--- src/rtl/store_pkg.sv ---
// Shared definitions for the store-path data organizer: funct3 size codes,
// FSM state encoding and lane count.
package store_pkg;

    localparam int LANES = 4;

    localparam logic [1:0] ST_B = 2'b00;
    localparam logic [1:0] ST_H = 2'b01;
    localparam logic [1:0] ST_W = 2'b10;

    typedef enum logic [1:0] {
        st_idle,
        st_beat0,
        st_beat1
    } state_t;

endpackage

--- src/rtl/store_lane_gen.sv ---
// Combinational lane generator: turns a byte offset, funct3 and register data
// into a two-word strobe map and lane-positioned data.
module store_lane_gen
    import store_pkg::*;
#(
    parameter int size = 32
) (
    input  logic [1:0]           addr,
    input  logic [2:0]           Type_sel,
    input  logic [size-1:0]      data,
    output logic [2*LANES-1:0]   lanes,
    output logic [2*size-1:0]    shdata,
    output logic                 illegal
);

    logic [LANES-1:0] byte_en;
    logic [size-1:0]  masked;

    assign illegal = Type_sel[2] | (Type_sel[1:0] == 2'b11);

    // Low-n-byte enable: lane 0 for any legal size, lane 1 for half/word, upper lanes for word only.
    generate
        for (genvar gi = 0; gi < LANES; gi++) begin : g_lane
            if (gi == 0) begin : g_b
                assign byte_en[gi] = !illegal;
            end else if (gi == 1) begin : g_h
                assign byte_en[gi] = !illegal && ((Type_sel[1:0] == ST_H) || (Type_sel[1:0] == ST_W));
            end else begin : g_w
                assign byte_en[gi] = !illegal && (Type_sel[1:0] == ST_W);
            end
            assign masked[8*gi +: 8] = byte_en[gi] ? data[8*gi +: 8] : 8'h00;
        end
    endgenerate

    assign lanes  = {{LANES{1'b0}}, byte_en} << addr;
    assign shdata = {{size{1'b0}}, masked} << {addr, 3'b000};

endmodule

--- src/rtl/store_data_organizer.sv ---
// Store-path data organizer: accepts one store per handshake and emits one or
// two word-aligned write beats with byte strobes.
module store_data_organizer
    import store_pkg::*;
#(
    parameter int size   = 32,
    parameter int ADDR_W = 32
) (
    input  logic              clk,
    input  logic              reset,
    input  logic              req_valid,
    output logic              req_ready,
    input  logic [ADDR_W-1:0] req_addr,
    input  logic [size-1:0]   req_data,
    input  logic [2:0]        Type_sel,
    output logic              mem_valid,
    input  logic              mem_ready,
    output logic [ADDR_W-1:0] mem_addr,
    output logic [size-1:0]   mem_wdata,
    output logic [LANES-1:0]  mem_wstrb,
    output logic              req_err,
    output logic              busy
);

    state_t state_reg, state_next;

    logic [ADDR_W-1:0]  mem_addr_reg, hi_addr_reg;
    logic [size-1:0]    mem_wdata_reg, hi_wdata_reg;
    logic [LANES-1:0]   mem_wstrb_reg, hi_wstrb_reg;
    logic               req_err_reg;

    logic [2*LANES-1:0] lanes;
    logic [2*size-1:0]  shdata;
    logic               illegal;
    logic [ADDR_W-1:0]  base;
    logic               accept, final_beat;
    logic               load_req, load_hi, clear_out;

    store_lane_gen #(.size(size)) u_lane_gen (
        .addr     (req_addr[1:0]),
        .Type_sel (Type_sel),
        .data     (req_data),
        .lanes    (lanes),
        .shdata   (shdata),
        .illegal  (illegal)
    );

    assign base       = {req_addr[ADDR_W-1:2], 2'b00};
    assign final_beat = ((state_reg == st_beat0) && (hi_wstrb_reg == '0)) || (state_reg == st_beat1);
    assign req_ready  = (state_reg == st_idle) || (final_beat && mem_ready);
    assign accept     = req_valid && req_ready;

    assign mem_valid = (state_reg != st_idle);
    assign busy      = (state_reg != st_idle);
    assign mem_addr  = mem_addr_reg;
    assign mem_wdata = mem_wdata_reg;
    assign mem_wstrb = mem_wstrb_reg;
    assign req_err   = req_err_reg;

    always_ff @(posedge clk or posedge reset) begin
        if (reset) begin
            state_reg <= st_idle;
        end else begin
            state_reg <= state_next;
        end
    end

    always_comb begin
        state_next = state_reg;
        load_req   = 1'b0;
        load_hi    = 1'b0;
        clear_out  = 1'b0;
        case (state_reg)
            st_idle: begin
                if (accept && !illegal) begin
                    state_next = st_beat0;
                    load_req   = 1'b1;
                end
            end
            st_beat0: begin
                if (mem_ready) begin
                    if (hi_wstrb_reg != '0) begin
                        state_next = st_beat1;
                        load_hi    = 1'b1;
                    end else if (accept && !illegal) begin
                        state_next = st_beat0;
                        load_req   = 1'b1;
                    end else begin
                        state_next = st_idle;
                        clear_out  = 1'b1;
                    end
                end
            end
            st_beat1: begin
                if (mem_ready) begin
                    if (accept && !illegal) begin
                        state_next = st_beat0;
                        load_req   = 1'b1;
                    end else begin
                        state_next = st_idle;
                        clear_out  = 1'b1;
                    end
                end
            end
            default: begin
                state_next = st_idle;
                clear_out  = 1'b1;
            end
        endcase
    end

    // Beat outputs are registered; the high word is parked until BEAT0 retires.
    always_ff @(posedge clk or posedge reset) begin
        if (reset) begin
            mem_addr_reg  <= '0;
            mem_wdata_reg <= '0;
            mem_wstrb_reg <= '0;
            hi_addr_reg   <= '0;
            hi_wdata_reg  <= '0;
            hi_wstrb_reg  <= '0;
            req_err_reg   <= 1'b0;
        end else begin
            req_err_reg <= accept && illegal;
            if (load_req) begin
                mem_addr_reg  <= base;
                mem_wstrb_reg <= lanes[LANES-1:0];
                mem_wdata_reg <= shdata[size-1:0];
                hi_addr_reg   <= base + ADDR_W'(4);
                hi_wstrb_reg  <= lanes[2*LANES-1:LANES];
                hi_wdata_reg  <= shdata[2*size-1:size];
            end else if (load_hi) begin
                mem_addr_reg  <= hi_addr_reg;
                mem_wstrb_reg <= hi_wstrb_reg;
                mem_wdata_reg <= hi_wdata_reg;
                hi_wstrb_reg  <= '0;
            end else if (clear_out) begin
                mem_addr_reg  <= '0;
                mem_wstrb_reg <= '0;
                mem_wdata_reg <= '0;
            end
        end
    end

endmodule

--- config.mk ---
export PLATFORM = sky130hd
export DESIGN_NAME = store_data_organizer
export DESIGN_NICKNAME = d
export VERILOG_FILES = /design/src/rtl/store_pkg.sv /design/src/rtl/store_lane_gen.sv /design/src/rtl/store_data_organizer.sv
export SDC_FILE = /design/constraint.sdc
export NUM_CORES = 1
export LEC_CHECK = 0
export ABC_AREA = 1
export ABC_CLOCK_PERIOD_IN_PS = 4950
export BUFFER_PORTS_ARGS = -buffer_cell sky130_fd_sc_hd__buf_2
export CORE_ASPECT_RATIO = 1.75
export CORE_MARGIN = 2
export CORE_UTILIZATION = 56
export DETAILED_ROUTE_END_ITERATION = 16
export PLACE_DENSITY_LB_ADDON = 0.15
export SETUP_SLACK_MARGIN = 0.2
export SYNTH_ARGS = -nofsm -noshare
export SYNTH_HDL_FRONTEND = slang
export SYNTH_SLANG_ARGS = --single-unit
--- constraint.sdc ---
create_clock -name clk -period 4.95 [get_ports clk]
set_input_delay 0.495 -clock clk [delete_from_list [all_inputs] [get_ports clk]]
set_output_delay 0.495 -clock clk [all_outputs]
set_load 0.01 [all_outputs]
-- Yosys cells after proc, flatten, opt, wreduce, memory -nomap -nowiden
Cells that the tools add are included.
- $add $sub $neg: 1
- eq/ne operators: 8
- shifts and indexed selects: 2
- mux-type cells: 33
- bitwise operators: 1
- reductions and logical operators: 18
- operators by type and width (cell ; count):
    2-to-1 mux 32 bit ; 5
    left shift 32 x 5 -> 64 bit ; 1
    adder 32 x 3 -> 32 bit, second input constant ; 1
    2-to-1 mux 8 bit ; 4
    2-to-1 mux 4 bit ; 5
    2-to-1 mux 1 bit ; 12
    2-to-1 mux 2 bit ; 4
    left shift 4 x 2 -> 8 bit ; 1
    logical AND 1 bit ; 7
    equality test 2 bit, second input constant ; 3
    one-hot mux 1 bit (3 select lines) ; 2
    one-hot mux 2 bit (3 select lines) ; 1
    equality test 2 x 1 -> 1 bit, second input constant ; 2
    logical NOT 4 bit ; 1
    inequality test 2 bit, second input constant ; 2
    nonzero test 2 bit ; 2
    nonzero test 4 bit ; 1
    logical OR 1 bit ; 3
    AND reduction 3 bit ; 1
    nonzero test 3 bit ; 1
    logical NOT 2 bit ; 1
    inequality test 2 x 1 -> 1 bit, second input constant ; 1
    logical NOT 1 bit ; 1
    bitwise OR 1 bit ; 1
- bits in registers: 139
- bits of input ports: 71
- word-level logic and storage cells: 71

-- Depth between registers and ports, before layout
Gate-level depths: netlist of the first run.
- word-level depth: 14
- depth in mapped cells: 13
- mapped depth without buffers: 11

-- Hierarchy
From an unflattened synthesis of the first run, not the netlist that was laid out.
- cell total of the unflattened synthesis: 1277
- area, all modules: 8445.6 um^2
- by module, submodules not included (module ; times used ; cells each ; area an instance (um^2) ; seq. area each (um^2)):
    store_data_organizer ; 1 ; 1026 ; 7231.9 ; 3378.2
    store_lane_gen ; 1 ; 251 ; 1213.7 ; 0.0

-- Worst setup path before layout of the first run
OpenSTA, ideal clock, no wires.
- path kind: input-to-reg
- start point: input port Type_sel[0]
- end point: register mem_wdata_reg[18] (netlist: mem_wdata[18])
- data arrival time: 1874 ps
- data required time: 4885 ps
- path slack: 3011 ps
- cell stages on the path: 11
- path buffers: 1
- path through: ha_1 -> nor2_2 -> nand2_1 -> nor2_2 -> buf_4 -> nand2_1 -> nand3_1 -> nand2_1 -> nor3_1 -> nor2_1 -> nand2_1
- cells in the longest elaborated chain, start to end: 9
- elaborated cells on any way between the ends: 26
- classes of those cells: eq/ne: 3; shift: 1; mux: 15; bitwise: 1; reduce/logical: 6
- ends and longest elaborated chain (item ; line ; source):
    start, declared ; store_data_organizer.sv:15 ; input logic [2:0] Type_sel,
    branches (longest 9 deep; another with left shift 32 x 5 -> 64 bit) ; n/a ;
    end signal, assigned ; store_data_organizer.sv:127 ; mem_wdata_reg <= shdata[size-1:0];
    end signal, assigned ; store_data_organizer.sv:134 ; mem_wdata_reg <= hi_wdata_reg;
    end, declared ; store_data_organizer.sv:28 ; logic [size-1:0] mem_wdata_reg, hi_wdata_reg;
Parallel ways; which one is timed is not known.
A chain may end at the register's enable or synchronous reset.

-- Final worst setup path of the first run
- start point: register state_reg[1]
- end point: register hi_addr_reg[4]
- cells in the longest elaborated chain, start to end: 11
- elaborated cells on any way between the ends: 14
- classes of those cells: eq/ne: 2; mux: 5; reduce/logical: 7
- ends and longest elaborated chain (item ; line ; source):
    start, declared ; store_data_organizer.sv:25 ; state_t state_reg, state_next;
    start signal, assigned ; store_data_organizer.sv:62 ; state_reg <= st_idle;
    start signal, assigned ; store_data_organizer.sv:64 ; state_reg <= state_next;
    equality test 2 x 1 -> 1 bit ; store_data_organizer.sv:49, store_data_organizer.sv:73 ;
    logical AND 1 bit ; store_data_organizer.sv:49 ; assign final_beat = ((state_reg == st_beat0) && (hi_wstrb_reg == '0)) || (state_reg == st_beat1);
    logical OR 1 bit ; store_data_organizer.sv:49 ;
    logical AND 1 bit ; store_data_organizer.sv:50 ; assign req_ready = (state_reg == st_idle) || (final_beat && mem_ready);
    logical OR 1 bit ; store_data_organizer.sv:50 ;
    logical AND 1 bit ; store_data_organizer.sv:51 ; assign accept = req_valid && req_ready;
    logical AND 1 bit ; store_data_organizer.sv:75, store_data_organizer.sv:85, store_data_organizer.sv:96 ;
    2-to-1 mux 1 bit ; store_data_organizer.sv:75, store_data_organizer.sv:85, store_data_organizer.sv:96 ;
    2-to-1 mux 1 bit ; store_data_organizer.sv:82 ; if (hi_wstrb_reg != '0) begin
    2-to-1 mux 1 bit ; store_data_organizer.sv:81 ; if (mem_ready) begin
    one-hot mux 1 bit (3 select lines) * ; store_data_organizer.sv:73 ; case (state_reg)
    end signal, assigned ; store_data_organizer.sv:128 ; hi_addr_reg <= base + ADDR_W'(4);
    end, declared ; store_data_organizer.sv:27 ; logic [ADDR_W-1:0] mem_addr_reg, hi_addr_reg;
Mark *: on every way between the ends. The rest lies on a longest branch, timed or not.

==> out/results.env, run 1 <==
SYNTH_AREA_PER_CELL_UM2=6.88
HPWLAFTERDP_UM=15500
ASYNC_FLOP_SHARE_PCT=100
MIN_PERIOD_NS=3.30
FIRST_ITER_VIOLATIONS=438
TIMING.FINAL.CRIT_SHARE_PCT=66.7
REQUIRED_NS=5.19
SYNTHCELLS=1080
POST_ROUTE_CELLS_DRIVE_ABOVE_1_SHARE_PCT=16.2
PLACE.PORT_BUFFERS=140
SYNTH_TOP_AREA_SHARE_PCT=42.4
DRT_FIRST_PASS_ITERS=6
H_TREE_LVLS=4
CRIT_PATH_END_KIND='flop'
CTS_ROOT_BUF='sky130_fd_sc_hd__clkbuf_16'
CTS.PATH.MAX_BUFFERS=2
TRITONCTS.NUM_BUFFERS=17
IO_COUNT=143
NUM_VIAS=7605
HOLD_PATH.CLASS='input port to async pin'
SYNTH_EDF_COUNT=0
TRITONCTS_NUM_SINKS=126
ROUTED_WIRELENGTH_UM=22400
CELLPOWERDENSITY_nW_PER_UM2=463
GRT_SETUP_UNREPAIRED='false'
FINALSETUPTNS_NS=0
ANTENNA-DIODE-COUNT=0
POSTCTSSETUPREPAIRBUFS=0
MAX_CAP_VIOLATIONS=0
TIMING_WORST_SLEW_PIN_VALUE_NS=1.11
SYNTH_AREA_LEADER_CELL='sky130_fd_sc_hd__dfrtp_1'
CRITICAL_PATH_ARRIVAL_NS=3.55
FINAL_NET_COUNT=1261
VIAS_PER_CELL=5.57
WORST-PATH-MAX-FANOUT=63
LEAKAGEPOWER_nW=4.64
DIE_H_UM=156
MAX_SLEW_VIO_COUNT=0
CRITPATHKIND='flop to flop'
CORE_UM2=12900
EFFECTIVE_UTILIZATION_AT_FLOORPLAN_PCT=57.4
DETAIL_ROUTE.WL_PER_CELL_UM=16.4
SYN_AREA_UM2=7430
NUMBER_OF_GLOBAL_ROUTE_VIAS_BEFORE_REPAIR=7188
MULTIINPUTGATEAREA_UM2=3730
STATUS='complete, no violations'
GRT_PASS1_WL_UM=35600
SYNTH_CELL_TYPE_COUNT=30
DIE-WIDTH_UM=91.1
POSTROUTEANTENNANETS=0
TIMING.CLOCK.SKEW_NS=0.00871
CP-START-KIND='flop'
REMAINING_DRC_ERRORS=0
SYNTH_FF_TYPE='sky130_fd_sc_hd__dfrtp_1'
TIMING_HOLD_VIOLATIONS_FINAL=0
SYNTHTOPCELLSBYAREA='sky130_fd_sc_hd__dfrtp_1 (42%), sky130_fd_sc_hd__nand2_1 (17%), sky130_fd_sc_hd__nor2_1 (8.0%)'
LARGEST_REGISTER_FFS=32
FP.DIEAREA_UM2=14200
WORST_SKEW_PAIR.LATE_LATENCY_NS=0.42
GRT_ANTENNA_BEFORE_REPAIR=0
FINALSETUPVIOLCOUNT=0
SEQ_AREA_UM2=3150
ROWS=55
GRT_UTIL_ALL_LAYERS_PCT=31.8
FILL_CELLS=1232
GRT_OVERFLOW_TOTAL=0
CTS.HOLD.BUFFERS_ADDED=0
SLEW-LIMIT-HEADROOM_PCT=26.0
MAXIMUM_NUMBER_OF_PINS_ON_ONE_NET_BEFORE_GLOBAL_ROUTE_REPAIR=64
GPL.FINAL_WEIGHTED_CONGESTION=0.974
AREA_GROWTH_PCT=17.3
ACHIEVABLE-FREQUENCY_MHz=303
TRITONCTS='yes'
PATH_CLK_SLEW_NS=0.06
SEQUENTIAL_CELL_AREA_FRACTION_IN_THE_YOSYS_REPORT_PCT=42.4
IRDROPWORSTVDD_V=0.000355
CTS.REPAIR.RESIZED=0
SYNTH-SEQ-CELLS=126
TOTALPOWERFINAL_W=0.00403
YOSYSWARNINGS=0
## stage by stage
step | util [%] | worst slack, ns | hold WS [ns] | area, um^2 | std cells
after floorplan | - | 1.10 | 0.442 | 7430 | 1081
after global placement | 63.0 | 1.71 | 0.454 | 8160 | 1335
after detailed placement | 63.0 | 1.75 | 0.460 | 8160 | 1335
after CTS | 67.4 | 1.72 | 0.134 | 8710 | 1366
after global routing | 67.4 | 1.44 | 0.154 | 8710 | 1366
final | 67.4 | 1.65 | 0.109 | 8710 | 1366
## per-layer routing
metal | global-route usage [%] | wire [um]
met5 | 0 | 0
met4 | 17.7 | 1140
met3 | 4.48 | 1190
met2 | 57.4 | 11800
met1 | 35.9 | 8210
## path summary, 6_finish.rpt
| kind | startpoint | depth (start not counted) | end | slack, ns |
|---|---|---|---|---|
| worst max-delay path | state_reg[1] | 11 | hi_addr_reg[4] | 1.65 |
| worst min-delay path | reset | 2 | mem_addr[9] | 0.11 |
| worst max register to register | state_reg[1] | 11 | hi_addr_reg[4] | 1.65 |
| worst min register to register | hi_wdata_reg[2] | 2 | hi_wdata_reg[2] | 0.47 |
| max in group asynchronous | reset | 3 | mem_addr[30] | 3.69 |
| min in group clk | req_valid | 3 | req_err | 0.32 |
## report_power, final
group / switching (W) / leakage (nW) / internal, W
Sequential: 0.000163 / 1.69 / 0.00133
Clock: 0.000482 / 0.264 / 0.000701
Combinational: 0.000936 / 2.68 / 0.000420
Total: 0.00158 / 4.64 / 0.00245
## cell usage in the layout (no fill, tap or decap), types with 12 or more instances in the layout
cell type                   netlist  layout
sky130_fd_sc_hd__buf_2           20     140
sky130_fd_sc_hd__clkbuf_16        0      17
sky130_fd_sc_hd__dfrtp_1        126     126
sky130_fd_sc_hd__inv_1           66      65
sky130_fd_sc_hd__nand2_1        336     335
sky130_fd_sc_hd__nand3_1        112     112
sky130_fd_sc_hd__nor2_1         158     158
sky130_fd_sc_hd__nor3_1          70      70
sky130_fd_sc_hd__o211ai_1        17      17
sky130_fd_sc_hd__o21ai_0         42      42
sky130_fd_sc_hd__o21ai_1         12      12
sky130_fd_sc_hd__xor2_1          15      15
## cells in the mapped netlist (all sizes together) (2+ instances only)
library cell,number
dfrtp,126
a21oi,12
nor3,70
o22ai,9
clkbuf,25
o211ai,17
nand3,113
nor3b,2
a22oi,8
o21ai,54
nand4,5
nor2,164
nor4,2
nand2,337
ha,7
buf,42
xor2,15
inv,68
## cell families after synthesis
kind of cell	count (synthesis)	share of synthesized area (%)
XOR/XNOR	16	1.89
flip-flops	126	42.4
AND/OR/NAND/NOR	693	38.9
other	1	0.0505
buffers and inverters	136	7.71
AO/OA/AOI/OAI	101	7.83
adder cells (fa/ha/maj)	7	1.18
## critical path: stages, from the launching register on
cell and delay [ns]:
sky130_fd_sc_hd__dfrtp_1 0.41, sky130_fd_sc_hd__inv_1 0.09, sky130_fd_sc_hd__ha_1 0.20, sky130_fd_sc_hd__inv_1 0.05
sky130_fd_sc_hd__nand2_1 0.09, sky130_fd_sc_hd__nand3_1 0.11, sky130_fd_sc_hd__nand2_2 0.08, sky130_fd_sc_hd__nand3_4 0.06
sky130_fd_sc_hd__buf_4 0.55, sky130_fd_sc_hd__nor2_4 0.29, sky130_fd_sc_hd__inv_2 0.88, sky130_fd_sc_hd__o21ai_0 0.21
## final cells by class
cell class	count	area share (%)
well taps	171	2.46
inverters	69	3.00
flip-flops and latches	126	36.2
repair buffers	150	9.19
clock buffers	18	5.04
clock inverters	13	1.36
multi-input cells	819	42.8
Power figures use the tool's default switching activity.
==> run 2: changes to the inputs <==
--- a/config.mk
+++ b/config.mk
@@ -5,12 +5,12 @@
 export SDC_FILE = /design/constraint.sdc
 export NUM_CORES = 1
 export LEC_CHECK = 0
-export ABC_AREA = 1
-export ABC_CLOCK_PERIOD_IN_PS = 4950
+export ABC_AREA = 0
+export ABC_CLOCK_PERIOD_IN_PS = 2800
 export BUFFER_PORTS_ARGS = -buffer_cell sky130_fd_sc_hd__buf_2
 export CORE_ASPECT_RATIO = 1.75
 export CORE_MARGIN = 2
-export CORE_UTILIZATION = 56
+export CORE_UTILIZATION = 50
 export DETAILED_ROUTE_END_ITERATION = 16
 export PLACE_DENSITY_LB_ADDON = 0.15
 export SETUP_SLACK_MARGIN = 0.2
==> constraint.sdc (replaced) <==
create_clock -name clk -period 2.8 [get_ports clk]
set_input_delay 0.28 -clock clk [delete_from_list [all_inputs] [get_ports clk]]
set_output_delay 0.28 -clock clk [all_outputs]
set_load 0.01 [all_outputs]
==> run 2 against run 1 <==
Against the previous run: synthesized cell count fell by 34%; total power rose by 74%; clock power rose by 77%; cell count fell by 25%; combinational power rose by 70%.
==> out/results.env, run 2 <==
REQUIRED_NS=3.09  # -2.10 ns
DRT_FIRST_PASS_ITERS=6  # unchanged
MAX_CAP_VIOLATIONS=0  # unchanged
SYN_AREA_UM2=6850  # -7.8%
EFFECTIVE_UTILIZATION_AT_FLOORPLAN_PCT=51.2  # -6.2 points
PLACE.PORT_BUFFERS=140  # unchanged
TIMING.CLOCK.SKEW_NS=0.00877  # +0.0000608 ns
MIN_PERIOD_NS=2.51  # -0.791 ns
DETAIL_ROUTE.WL_PER_CELL_UM=20.1  # +23%
REMAINING_DRC_ERRORS=0  # unchanged
ROWS=56  # +1.8%
YOSYS-TOP-CELLS-COUNT='sky130_fd_sc_hd__dfrtp_1 (126), sky130_fd_sc_hd__nand2_1 (102), sky130_fd_sc_hd__nand3_1 (38), sky130_fd_sc_hd__o21ai_0 (38)'
NUM_VIAS=6209  # -18%
DIE-WIDTH_UM=92.5  # +1.5%
TOTALPOWERFINAL_W=0.00704  # +74%
H_TREE_LVLS=4  # unchanged
TRITONCTS='yes'
CELLPOWERDENSITY_nW_PER_UM2=836  # +81%
SYNTH_AREA_LEADER_CELL='sky130_fd_sc_hd__dfrtp_1'
FINALSETUPVIOLCOUNT=0  # unchanged
YOSYSWARNINGS=0  # unchanged
LARGEST_REGISTER_FFS=32  # unchanged
WORST_SKEW_PAIR.LATE_LATENCY_NS=0.41  # about the same
ASYNC_FLOP_SHARE_PCT=100  # unchanged
IO_COUNT=143  # unchanged
IRDROPWORSTVDD_V=0.000542  # +53%
TRITONCTS_NUM_SINKS=126  # unchanged
CORE_UM2=13400  # +3.4%
GRT_OVERFLOW_TOTAL=0  # unchanged
MOSTFREQUENTLAYOUTCELLS='sky130_fd_sc_hd__buf_2 (140), sky130_fd_sc_hd__dfrtp_1 (126), sky130_fd_sc_hd__nand2_1 (102), sky130_fd_sc_hd__nand3_1 (38), sky130_fd_sc_hd__o21ai_0 (38)'
SEQUENTIAL_CELL_AREA_FRACTION_IN_THE_YOSYS_REPORT_PCT=46.0  # +3.6 points
FIN_UTIL_PCT=62.9  # -4.4 points
CTS.PATH.MAX_BUFFERS=2  # unchanged
CP-STARTPOINT='state_reg[1]'
CRIT_REG_REG_STARTPOINT='state_reg[1]'
TIMING_HOLD_VIOLATIONS_FINAL=0  # unchanged
POST_ROUTE_CELLS_DRIVE_ABOVE_1_SHARE_PCT=29.1  # +13 points
GRT_UTIL_ALL_LAYERS_PCT=28.6  # -3.3 points
SYNTHTOPCELLSBYAREA='sky130_fd_sc_hd__dfrtp_1 (46%), sky130_fd_sc_hd__nand2_1 (5.6%), sky130_fd_sc_hd__a221o_1 (4.4%)'
CRITPATHKIND='flop to flop'
AREA_GROWTH_PCT=22.9
REGTOREGENDPOINT='mem_wdata[7]'
FIRST_ITER_VIOLATIONS=401  # -8.4%
CP-START-KIND='flop'
SYNTH_EDF_COUNT=0  # unchanged
SYNTHCELLS=708  # -34%
SYNTH.MOST_COMMON_CELL='sky130_fd_sc_hd__dfrtp_1'
STATUS='complete, no violations'
TRITONCTS.NUM_BUFFERS=17  # unchanged
LAYOUT_COMMONEST_CELL='sky130_fd_sc_hd__buf_2'
GRT_ANTENNA_BEFORE_REPAIR=0  # unchanged
MAXIMUM_NUMBER_OF_PINS_ON_ONE_NET_BEFORE_GLOBAL_ROUTE_REPAIR=51  # -20%
LEAKAGEPOWER_nW=4.19  # -9.8%
TIMING_WORST_SLEW_PIN_VALUE_NS=0.974  # -0.135 ns
REG2REG_DEPTH=8  # -3
POST-ROUTE-CELL-AREA_UM2=8420  # -3.4%
DIE_H_UM=159  # +1.6%
DPL-INSTANCE-AREA_UM2=7800  # -4.3%
FINALSETUPTNS_NS=0  # unchanged
CRIT_PATH_END_KIND='flop'
PATH_CLK_SLEW_NS=0.06  # about the same
SLEW-LIMIT-HEADROOM_PCT=35.0  # +9.0 points
ENDPOINT='mem_wdata[7]'
ANTENNA-DIODE-COUNT=0  # unchanged
R2R_SETUP_SLACK_NS=0.29  # -1.36 ns
SYNTH-SEQ-CELLS=126  # unchanged
HOLD_PATH.CLASS='input port to async pin'
HPWLAFTERDP_UM=14400  # -7.1%
ROUTED_WIRELENGTH_UM=20700  # -7.7%
GRT_SETUP_UNREPAIRED='false'
MAX_SLEW_VIO_COUNT=0  # unchanged
FP.DIEAREA_UM2=14700  # +3.1%
SYNTH_FF_TYPE='sky130_fd_sc_hd__dfrtp_1'
TIMING.FINAL.CRIT_SHARE_PCT=89.7  # +23 points
GPL.FINAL_WEIGHTED_CONGESTION=0.959  # -1.6%
FINAL_NET_COUNT=918  # -27%
SYNTH_TOP_AREA_SHARE_PCT=46.0  # +3.6 points
WORST-PATH-MAX-FANOUT=10  # -84%
VIAS_PER_CELL=6.05  # +8.6%
CRITICAL_PATH_ARRIVAL_NS=2.80  # -0.75 ns
ACHIEVABLE-FREQUENCY_MHz=398  # +32%
NUMBER_OF_GLOBAL_ROUTE_VIAS_BEFORE_REPAIR=6256  # -13%
CTS_ROOT_BUF='sky130_fd_sc_hd__clkbuf_16'
SYNTH_CELL_TYPE_COUNT=55  # +83%
SYNTH_AREA_PER_CELL_UM2=9.68  # +41%
POSTROUTEANTENNANETS=0  # unchanged
GRT_PASS1_WL_UM=32900  # -7.7%
run 2: cell count changes after synthesis, moves of 30 or more:
cell,change
sky130_fd_sc_hd__and3_1,+37
sky130_fd_sc_hd__a221o_1,+30
sky130_fd_sc_hd__inv_1,-56
sky130_fd_sc_hd__nand2_1,-234
sky130_fd_sc_hd__nor3_1,-53
sky130_fd_sc_hd__nor2_1,-121
sky130_fd_sc_hd__nand3_1,-74
run 2: layout make-up:
cell class | instances | area [um^2]
Clock buffer | 23 | 468
Clock inverter | 9 | 86.3
Fill cell | 1162 | 4960
Inverter | 11 | 45.0
Multi-Input combinational cell | 511 | 3390
Sequential cell | 126 | 3150
Tap cell | 174 | 218
Timing Repair Buffer | 173 | 1060
run 2: what timing repair did:
action	in CTS	in global routing
hold buffers	0	0
buffers inserted	0	4
setup endpoints to repair	0	49
resized for setup	0	1
run 2: where the power goes:
group	internal (W)	switching (W)	total (W)
combinational	0.000979	0.00133	0.00231
sequential	0.00234	0.000297	0.00263
clock	0.00127	0.000826	0.00209
run 2: metrics by stage:
step	instances	hold slack [ns]	setup WS, ns
floorplan	709	0.365	0.528
detailed placement	989	0.456	0.233
global placement	989	0.449	0.357
CTS	1021	0.0710	0.219
global route	1027	0.0842	0.231
finish	1027	0.0663	0.289
run 2: worst max-delay path: stages, from the launching register on:
cell and delay, ns:
sky130_fd_sc_hd__dfrtp_1 0.41, sky130_fd_sc_hd__inv_1 0.10, sky130_fd_sc_hd__ha_2 0.23, sky130_fd_sc_hd__nor4b_4 0.24, sky130_fd_sc_hd__a31oi_2 0.17, sky130_fd_sc_hd__or3_4 0.49
sky130_fd_sc_hd__buf_4 0.21, sky130_fd_sc_hd__a32o_1 0.27, sky130_fd_sc_hd__mux2_2 0.27
run 2: kinds of logic after synthesis:
group                      synth area share (%)
buffers and inverters                      5.17
DFF                                        46.0
AOI/OAI and AO/OA                          17.8
muxes                                      5.28
xor gates and xnor gates                   3.58
other                                    0.0547
and+or+nand+nor                            20.8
adders and majority gates                  1.28
run 2: worst min-delay path by stage:
stage | start | endpoint | slack [ns] | cells past startpoint
6_report | reset | mem_wdata[11] | 0.07 | 2
4_1_cts | req_addr[2] | hi_addr_reg[2] | 0.07 | 2
3_3_place_gp | hi_addr_reg[3] | hi_addr_reg[3] | 0.45 | 2
2_1_floorplan | req_addr[2] | hi_addr_reg[2] | 0.36 | 1
3_5_place_dp | hi_wdata_reg[10] | hi_wdata_reg[10] | 0.46 | 2
5_1_grt | req_addr[2] | hi_addr_reg[2] | 0.08 | 2
run 2: routing by layer:
metal / vias up / track usage, % / part of all wire, % / routed length, um
met4: 0 / 15.3 / 4.7 / 963
met1: 3036 / 34.1 / 38 / 7880
li1: 2848 / - / - / -
met2: 273 / 47.8 / 51 / 10600
met3: 52 / 5.65 / 6.0 / 1250
met5: - / 0 / 0 / 0
